`src/rtl/instr_decode_stage.sv`:
```
// rtl/instr_decode_stage.sv - decode stage: register file, instruction decode and ID/EX pipeline register
// Operand reads are combinational from the register file and captured together with decode results.
module instr_decode_stage #(
    parameter int ARQ = 16
) (
    input  logic           clk,
    input  logic           rst,
    input  logic [ARQ-1:0] instr,
    input  logic [ARQ-1:0] wb_result,
    input  logic           wr_register,
    output logic [ARQ-1:0] out1,
    output logic [ARQ-1:0] out2,
    output logic [ARQ-1:0] out3,
    output logic [9:0]     imm,
    output logic [13:0]    addr,
    output logic           jop_lsb,
    output logic           rd_mem_en,
    output logic           wr_mem_en,
    output logic           mux_exe,
    output logic           mux_mem,
    output logic           jenable,
    output logic           wb_enable,
    output logic [1:0]     alu_op
);

    typedef enum logic [2:0] {
        OP_SET   = 3'b000,
        OP_LDPX  = 3'b001,
        OP_MODEX = 3'b010,
        OP_STPX  = 3'b011,
        OP_CMPEQ = 3'b100,
        OP_JEQ   = 3'b101,
        OP_J     = 3'b110,
        OP_ADDI  = 3'b111
    } opcode_t;

    typedef enum logic [1:0] {
        ALU_ADD   = 2'b00,
        ALU_CMPEQ = 2'b01,
        ALU_MODEX = 2'b10,
        ALU_PASS  = 2'b11
    } alu_op_t;

    typedef struct packed {
        logic    rd_mem_en;
        logic    wr_mem_en;
        logic    mux_exe;
        logic    mux_mem;
        logic    jenable;
        logic    wb_enable;
        logic    jop_lsb;
        alu_op_t alu_op;
    } ctrl_t;

    opcode_t        opcode;
    logic [2:0]     ra_sel;
    logic [2:0]     rb_sel;
    logic [2:0]     rc_sel;
    ctrl_t          ctrl_next;
    ctrl_t          ctrl_q;
    logic [ARQ-1:0] regs [8];

    assign opcode = opcode_t'(instr[15:13]);
    assign ra_sel = instr[12:10];
    assign rb_sel = instr[9:7];
    assign rc_sel = instr[6:4];

    always_comb begin
        ctrl_next = '0;
        unique case (opcode)
            OP_SET: begin
                ctrl_next.alu_op    = ALU_PASS;
                ctrl_next.mux_exe   = 1'b1;
                ctrl_next.wb_enable = 1'b1;
            end
            OP_LDPX: begin
                ctrl_next.rd_mem_en = 1'b1;
                ctrl_next.mux_mem   = 1'b1;
                ctrl_next.wb_enable = 1'b1;
            end
            OP_MODEX: begin
                ctrl_next.alu_op    = ALU_MODEX;
                ctrl_next.wb_enable = 1'b1;
            end
            OP_STPX: begin
                ctrl_next.wr_mem_en = 1'b1;
            end
            OP_CMPEQ: begin
                ctrl_next.alu_op = ALU_CMPEQ;
            end
            OP_JEQ: begin
                ctrl_next.jenable = 1'b1;
                ctrl_next.jop_lsb = 1'b1;
            end
            OP_J: begin
                ctrl_next.jenable = 1'b1;
            end
            OP_ADDI: begin
                ctrl_next.alu_op    = ALU_ADD;
                ctrl_next.mux_exe   = 1'b1;
                ctrl_next.wb_enable = 1'b1;
            end
            default: ctrl_next = '0;
        endcase
    end

    // Writeback targets the register named by the instruction currently in decode.
    always_ff @(posedge clk or posedge rst) begin
        if (rst) begin
            for (int i = 0; i < 8; i++) begin
                regs[i] <= '0;
            end
        end else if (wr_register) begin
            regs[ra_sel] <= wb_result;
        end
    end

    // Reads sample the pre-edge register contents, so a same-edge write shows up one decode later.
    always_ff @(posedge clk or posedge rst) begin
        if (rst) begin
            out1   <= '0;
            out2   <= '0;
            out3   <= '0;
            imm    <= '0;
            addr   <= '0;
            ctrl_q <= '0;
        end else begin
            out1   <= regs[ra_sel];
            out2   <= regs[rb_sel];
            out3   <= regs[rc_sel];
            imm    <= instr[9:0];
            addr   <= {1'b0, instr[12:0]};
            ctrl_q <= ctrl_next;
        end
    end

    assign rd_mem_en = ctrl_q.rd_mem_en;
    assign wr_mem_en = ctrl_q.wr_mem_en;
    assign mux_exe   = ctrl_q.mux_exe;
    assign mux_mem   = ctrl_q.mux_mem;
    assign jenable   = ctrl_q.jenable;
    assign wb_enable = ctrl_q.wb_enable;
    assign jop_lsb   = ctrl_q.jop_lsb;
    assign alu_op    = ctrl_q.alu_op;

endmodule

```
`config.mk`:
```
export PLATFORM = sky130hd
export DESIGN_NAME = instr_decode_stage
export DESIGN_NICKNAME = d
export VERILOG_FILES = /design/src/rtl/instr_decode_stage.sv
export SDC_FILE = /design/constraint.sdc
export NUM_CORES = 1
export LEC_CHECK = 0
export BUFFER_PORTS_ARGS = -buffer_cell sky130_fd_sc_hd__buf_2
export CAP_MARGIN = 20
export CORE_MARGIN = 2
export CORE_UTILIZATION = 30
export DETAILED_ROUTE_END_ITERATION = 10
export GPL_ROUTABILITY_DRIVEN = 0
export GPL_TIMING_DRIVEN = 0
export PLACE_DENSITY_LB_ADDON = 0.08
export SLEW_MARGIN = 40
export SYNTH_ARGS = -nofsm -noshare
export SYNTH_HDL_FRONTEND = slang
export SYNTH_SLANG_ARGS = --single-unit
```
`constraint.sdc`:
```
create_clock -name clk -period 9.2 [get_ports clk]
set_input_delay 0.46 -clock clk [delete_from_list [all_inputs] [get_ports clk]]
set_output_delay 0.46 -clock clk [all_outputs]
set_load 0.02 [all_outputs]
```
# Word-level counts from Yosys, hierarchy flattened
# Index checks and enable logic that the tools add are counted.
word_totals:
  output_inout_bits: 81
  regBits: 207
op_classes:
  n_eq_ne: 7
  reduce_logical: 5
  n_bitwise: 3
  mux: 19
  n_lt_le_gt_ge: 4
ops:
  columns: ["cell", "count"]
  rows:
  - ["16-bit binary-select mux with 3-bit select", 3]
  - ["128-bit bitwise mux", 1]
  - ["16-bit 2-to-1 mux", 7]
  - ["16-bit demux with 3-bit select", 1]
  - ["3-bit == test, second input constant", 4]
  - ["4-bit >= comparator, second input constant", 3]
  - ["3-bit inverter with 4-bit output", 3]
  - ["3-bit by 2-bit == test with 1-bit output, second input constant", 2]
  - ["1-bit 2-to-1 mux", 6]
  - ["2-bit case mux with 3 select lines", 1]
  - ["4-bit by 1-bit less-than comparator with 1-bit output, second input constant", 1]
  - ["2-bit OR reduction", 2]
  - ["4-bit OR reduction", 1]
  - ["3-bit by 1-bit == test with 1-bit output, second input constant", 1]
  - ["3-bit logical NOT", 1]
  - ["1-bit logical AND", 1]

# Depth between registers and ports, before layout
depth:
  word_depth: 6
  depth_mapped: 5
  depth_no_buf: 2

# Worst setup path after synthesis
# OpenSTA, ideal clock, no wires.
synth_path:
  kind: "input-to-reg"
  start: "input port instr[8]"
  end: "register out2[11]"
  t_required_ns: 9.075
  stages: 5
  slack_ns: 7.467
  arrival_ns: 1.609
  path_buffers: 3
  path_cell_list: "buf_2 > buf_2 > buf_2 > mux4_2 > mux2_2"
synth_between:
  elab_chain_len: 4
synth_lines:
  columns: ["element", "line", "rtl"]
  rows:
  - ["start: declaration", "8", "input logic [ARQ-1:0] instr,"]
  - ["3-bit inverter with 4-bit output (implied by the code)", "129", "out2 <= regs[rb_sel];"]
  - ["16-bit binary-select mux with 3-bit select", "129", null]
  - ["16-bit 2-to-1 mux (implied by the code) (2 in series)", "129", null]
  - ["end signal: assignment", "129", null]
  - ["end: declaration", "12", "output logic [ARQ-1:0] out2,"]
# No other way between the ends. The select of a mux whose other input is x is not followed.
# A chain may end at the register's enable or synchronous reset.

# Worst setup path after layout
layout_path:
  start: "input port instr[11]"
  end: "register out1[14]"
layout_between:
  elab_chain_len: 4
layout_lines:
  columns: ["element", "line", "rtl"]
  rows:
  - ["3-bit inverter with 4-bit output (implied by the code)", "128", "out1 <= regs[ra_sel];"]
  - ["16-bit binary-select mux with 3-bit select", "128", null]
  - ["16-bit 2-to-1 mux (implied by the code) (2 in series)", "128", null]
  - ["end signal: assignment", "128", null]
  - ["end: declaration", "11", "output logic [ARQ-1:0] out1,"]
# No other way between the ends. The select of a mux whose other input is x is not followed.

==> impl_results.md <==
* Largest vdd supply drop at 0.137 mV
* Worst R2R End: out1[3]$_DFF_PP0_
* Clk_skew at 0.0108 ns
* Post-cts resize count at 0
* Total die area at 34000 um2
* Leakage at 4.98 nW
* WL/cell at 24.2 um
* Final setup fails at 0
* Root Buffer Master: clkbuf_16
* Outcome: finished, final reports clean
* CTS sink cnt at 197
* Total track usage at 0.169
* Final Hold Vio Count at 0
* Buffers added on ports at 111
* Vias in the first global route at 6178
* CTS Buffer Depth at 2
* Crit. path cell count at 6
* Max-cap check violation count at 0
* Final Max Slew Viols at 0
* CORE AREA at 32300 um2
* Yosys Warn Count at 0
* Cells after Synth at 547
* Starting density of the core at 0.303
* Least-Margin Pin Slew at 0.669 ns
* Syn nets at 582
* Area growth syn-to-layout at 18.4%
* Share of cells above drive strength 1 at 0.654
* Rel. slew slack at 0.552
* Hold crit path type: in2async
* Io pins at 116
* Distinct cells, synth at 24
* Setup TNS at 0 ns
* Reg2reg start: regs[67]$_DFFE_PP0P_
* Cell area after synthesis at 9770 um2
* Minimum clock period at 1.93 ns
* Antenna Nets Post-Route at 0
* Highest-count cells in the layout ignoring fill and taps: 197 x dfrtp_1, 176 x mux2_2, 134 x buf_2, 72 x mux4_2, 24 x mux4_1
* Design Power at 0.00265 W
* TritonCTS buffer count at 17
* Slowest stage delay, CP at 0.40 ns
* Fin nets at 714
* Non-filler cells, final at 1133
* PwrDens at 229 nW/um2
* Placed insts at 1102
* CP max FO at 10
* Antenna violations before repair at 1
* Largest net degree at the start of global routing at 76
* Residual DRC count at 0
* Clk pin slew, worst setup/hold paths at 0.07 ns
* Commonest non-fill, non-tap cell in the layout: dfrtp_1
* Detailed Place HPWL at 17800 um
* Via/cell ratio at 5.06
* Achievable Freq at 0.517 GHz
* First-pass GRT wire length at 41000 um
* Via count at 5731
* Die height at 184 um
* Kind of critical path: in2reg
* Register area share after synthesis at 0.504
* FILL cells at 3106
* H-tree Lvls at 4
* Post-CTS Hold Buffers at 0
* Critical Path RT at 9.52 ns
* CP delay by family, top: buffers and inverters
* R2r setup slk at 7.78 ns
* Synthesized area per cell at 17.9 um2
* Most used cell, CP: buf_2
* Final wirelength at 27400 um
* Drt pass-1 iters at 4
* Slowest-stage cell, CP: buf_2
* Kind of end point of the critical path: register
* Row count at 66
* Post-CTS setup buffers at 0
* Critical Path Start Type: primary input
* TritonCTS clock tree: done
* Overflow left after global routing at 0
* Initial DRC count at 205
* Critical path, cell by cell: buf_2 > buf_6 > buf_2 > buf_2 > mux4_1 > mux2_2
* Unrepaired setup endpoints after global routing: false
* Worst Path Arrival at 2.26 ns
* FF+latch count, synth at 197
* Worst Path Buf+Inv at 4
* Die width at 184 um
* Worst reg2reg path depth at 2
* Clk_lat worst skew at 0.44 ns
* Period utilization at 0.210
==> state kept, by name, summed over array words and instances, names as in the netlist, 2 cells and up <==
name	count
out3	16
alu_op	2
imm	9
addr	4
out2	16
regs	128
out1	16
==> cells by family (layout without fill, tap and decap cells) <==
kind of cell | count (synthesis) | count (layout) | synth area share
muxes | 272 | 272 | 0.433
xor gates and xnor gates | 2 | 2 | 0.00179
DFF | 197 | 197 | 0.504
buffers and inverters | 57 | 200 | 0.0389
and+or+nand+nor | 18 | 18 | 0.0211
other | 1 | 2 | 0.000384
==> synth_stat cells <==
cell / instances / area (um2)
nor2_1: 3 / 11.3
clkbuf_1: 4 / 15.0
or3_1: 1 / 6.26
buf_4: 22 / 165
nand3_1: 1 / 5.00
dfrtp_1: 197 / 4930
conb_1: 1 / 3.75
buf_2: 23 / 115
and4bb_2: 3 / 37.5
and2_1: 1 / 6.26
mux4_2: 72 / 1620
nor3b_1: 1 / 7.51
and3b_1: 1 / 8.76
buf_12: 2 / 40.0
nand4_4: 1 / 21.3
buf_1: 2 / 7.51
mux2_2: 176 / 1980
mux4_1: 24 / 631
xor2_1: 2 / 17.5
nand4b_4: 3 / 71.3
nand2_1: 2 / 7.51
buf_6: 3 / 33.8
nor4b_4: 1 / 23.8
inv_1: 1 / 3.75
==> power by group <==
group          leakage [nW]  switching (W)  internal (W)
Sequential             2.37       0.000133       0.00106
Combinational          2.31       0.000293      0.000373
Clock                 0.301       0.000334      0.000462
Total                  4.98       0.000759       0.00189
==> worst max path at each step <==
stage | startpoint | endpoint | slack (ns)
6_report | instr[11] | out1[14]$_DFF_PP0_ | 7.27
4_1_cts | instr[11] | out1[14]$_DFF_PP0_ | 7.27
5_1_grt | instr[5] | out3[14]$_DFF_PP0_ | 7.22
3_5_place_dp | instr[11] | out1[14]$_DFF_PP0_ | 6.80
2_1_floorplan | rst | addr[10]$_DFF_PP0_ | 3.37
3_3_place_gp | rst | out1[11]$_DFF_PP0_ | 1.14
==> layer usage <==
metal  share of wire  track usage  wire length (um)
met4           0.021       0.0547               582
met3           0.035       0.0322               964
met1            0.44        0.220             12100
met2            0.50        0.285             13800
met5               0            0                 0
==> stage by stage <==
step	hold slack (ns)	setup WS, ns	utilization	instance area [um2]
floorplan	0.491	3.37	-	9770
global placement	0.517	1.14	0.337	10900
detailed placement	0.504	6.80	0.339	10900
CTS	0.0249	7.27	0.358	11600
global route	0.0451	7.22	0.358	11600
finish	0.0298	7.27	0.358	11600
==> worst register-to-register path, delay by kind of cell, from the launching register on <==
kind	cells	cell delay, ns
muxes	2	0.88
DFF	1	0.42
==> area by class of cell <==
| cell class | instances | area [um2] | share of cell area |
|---|---|---|---|
| diodes | 1 | 2.50 | 0.000216 |
| clock buffers | 23 | 498 | 0.0431 |
| plain buffers | 56 | 379 | 0.0328 |
| multi-input cells | 293 | 4460 | 0.386 |
| flip-flops and latches | 197 | 4930 | 0.426 |
| well taps | 442 | 553 | 0.0478 |
| inverters | 1 | 11.3 | 0.000974 |
| clock inverters | 7 | 120 | 0.0104 |
| repair buffers | 113 | 611 | 0.0528 |
No activity file was read; power rests on OpenSTA's default activity.
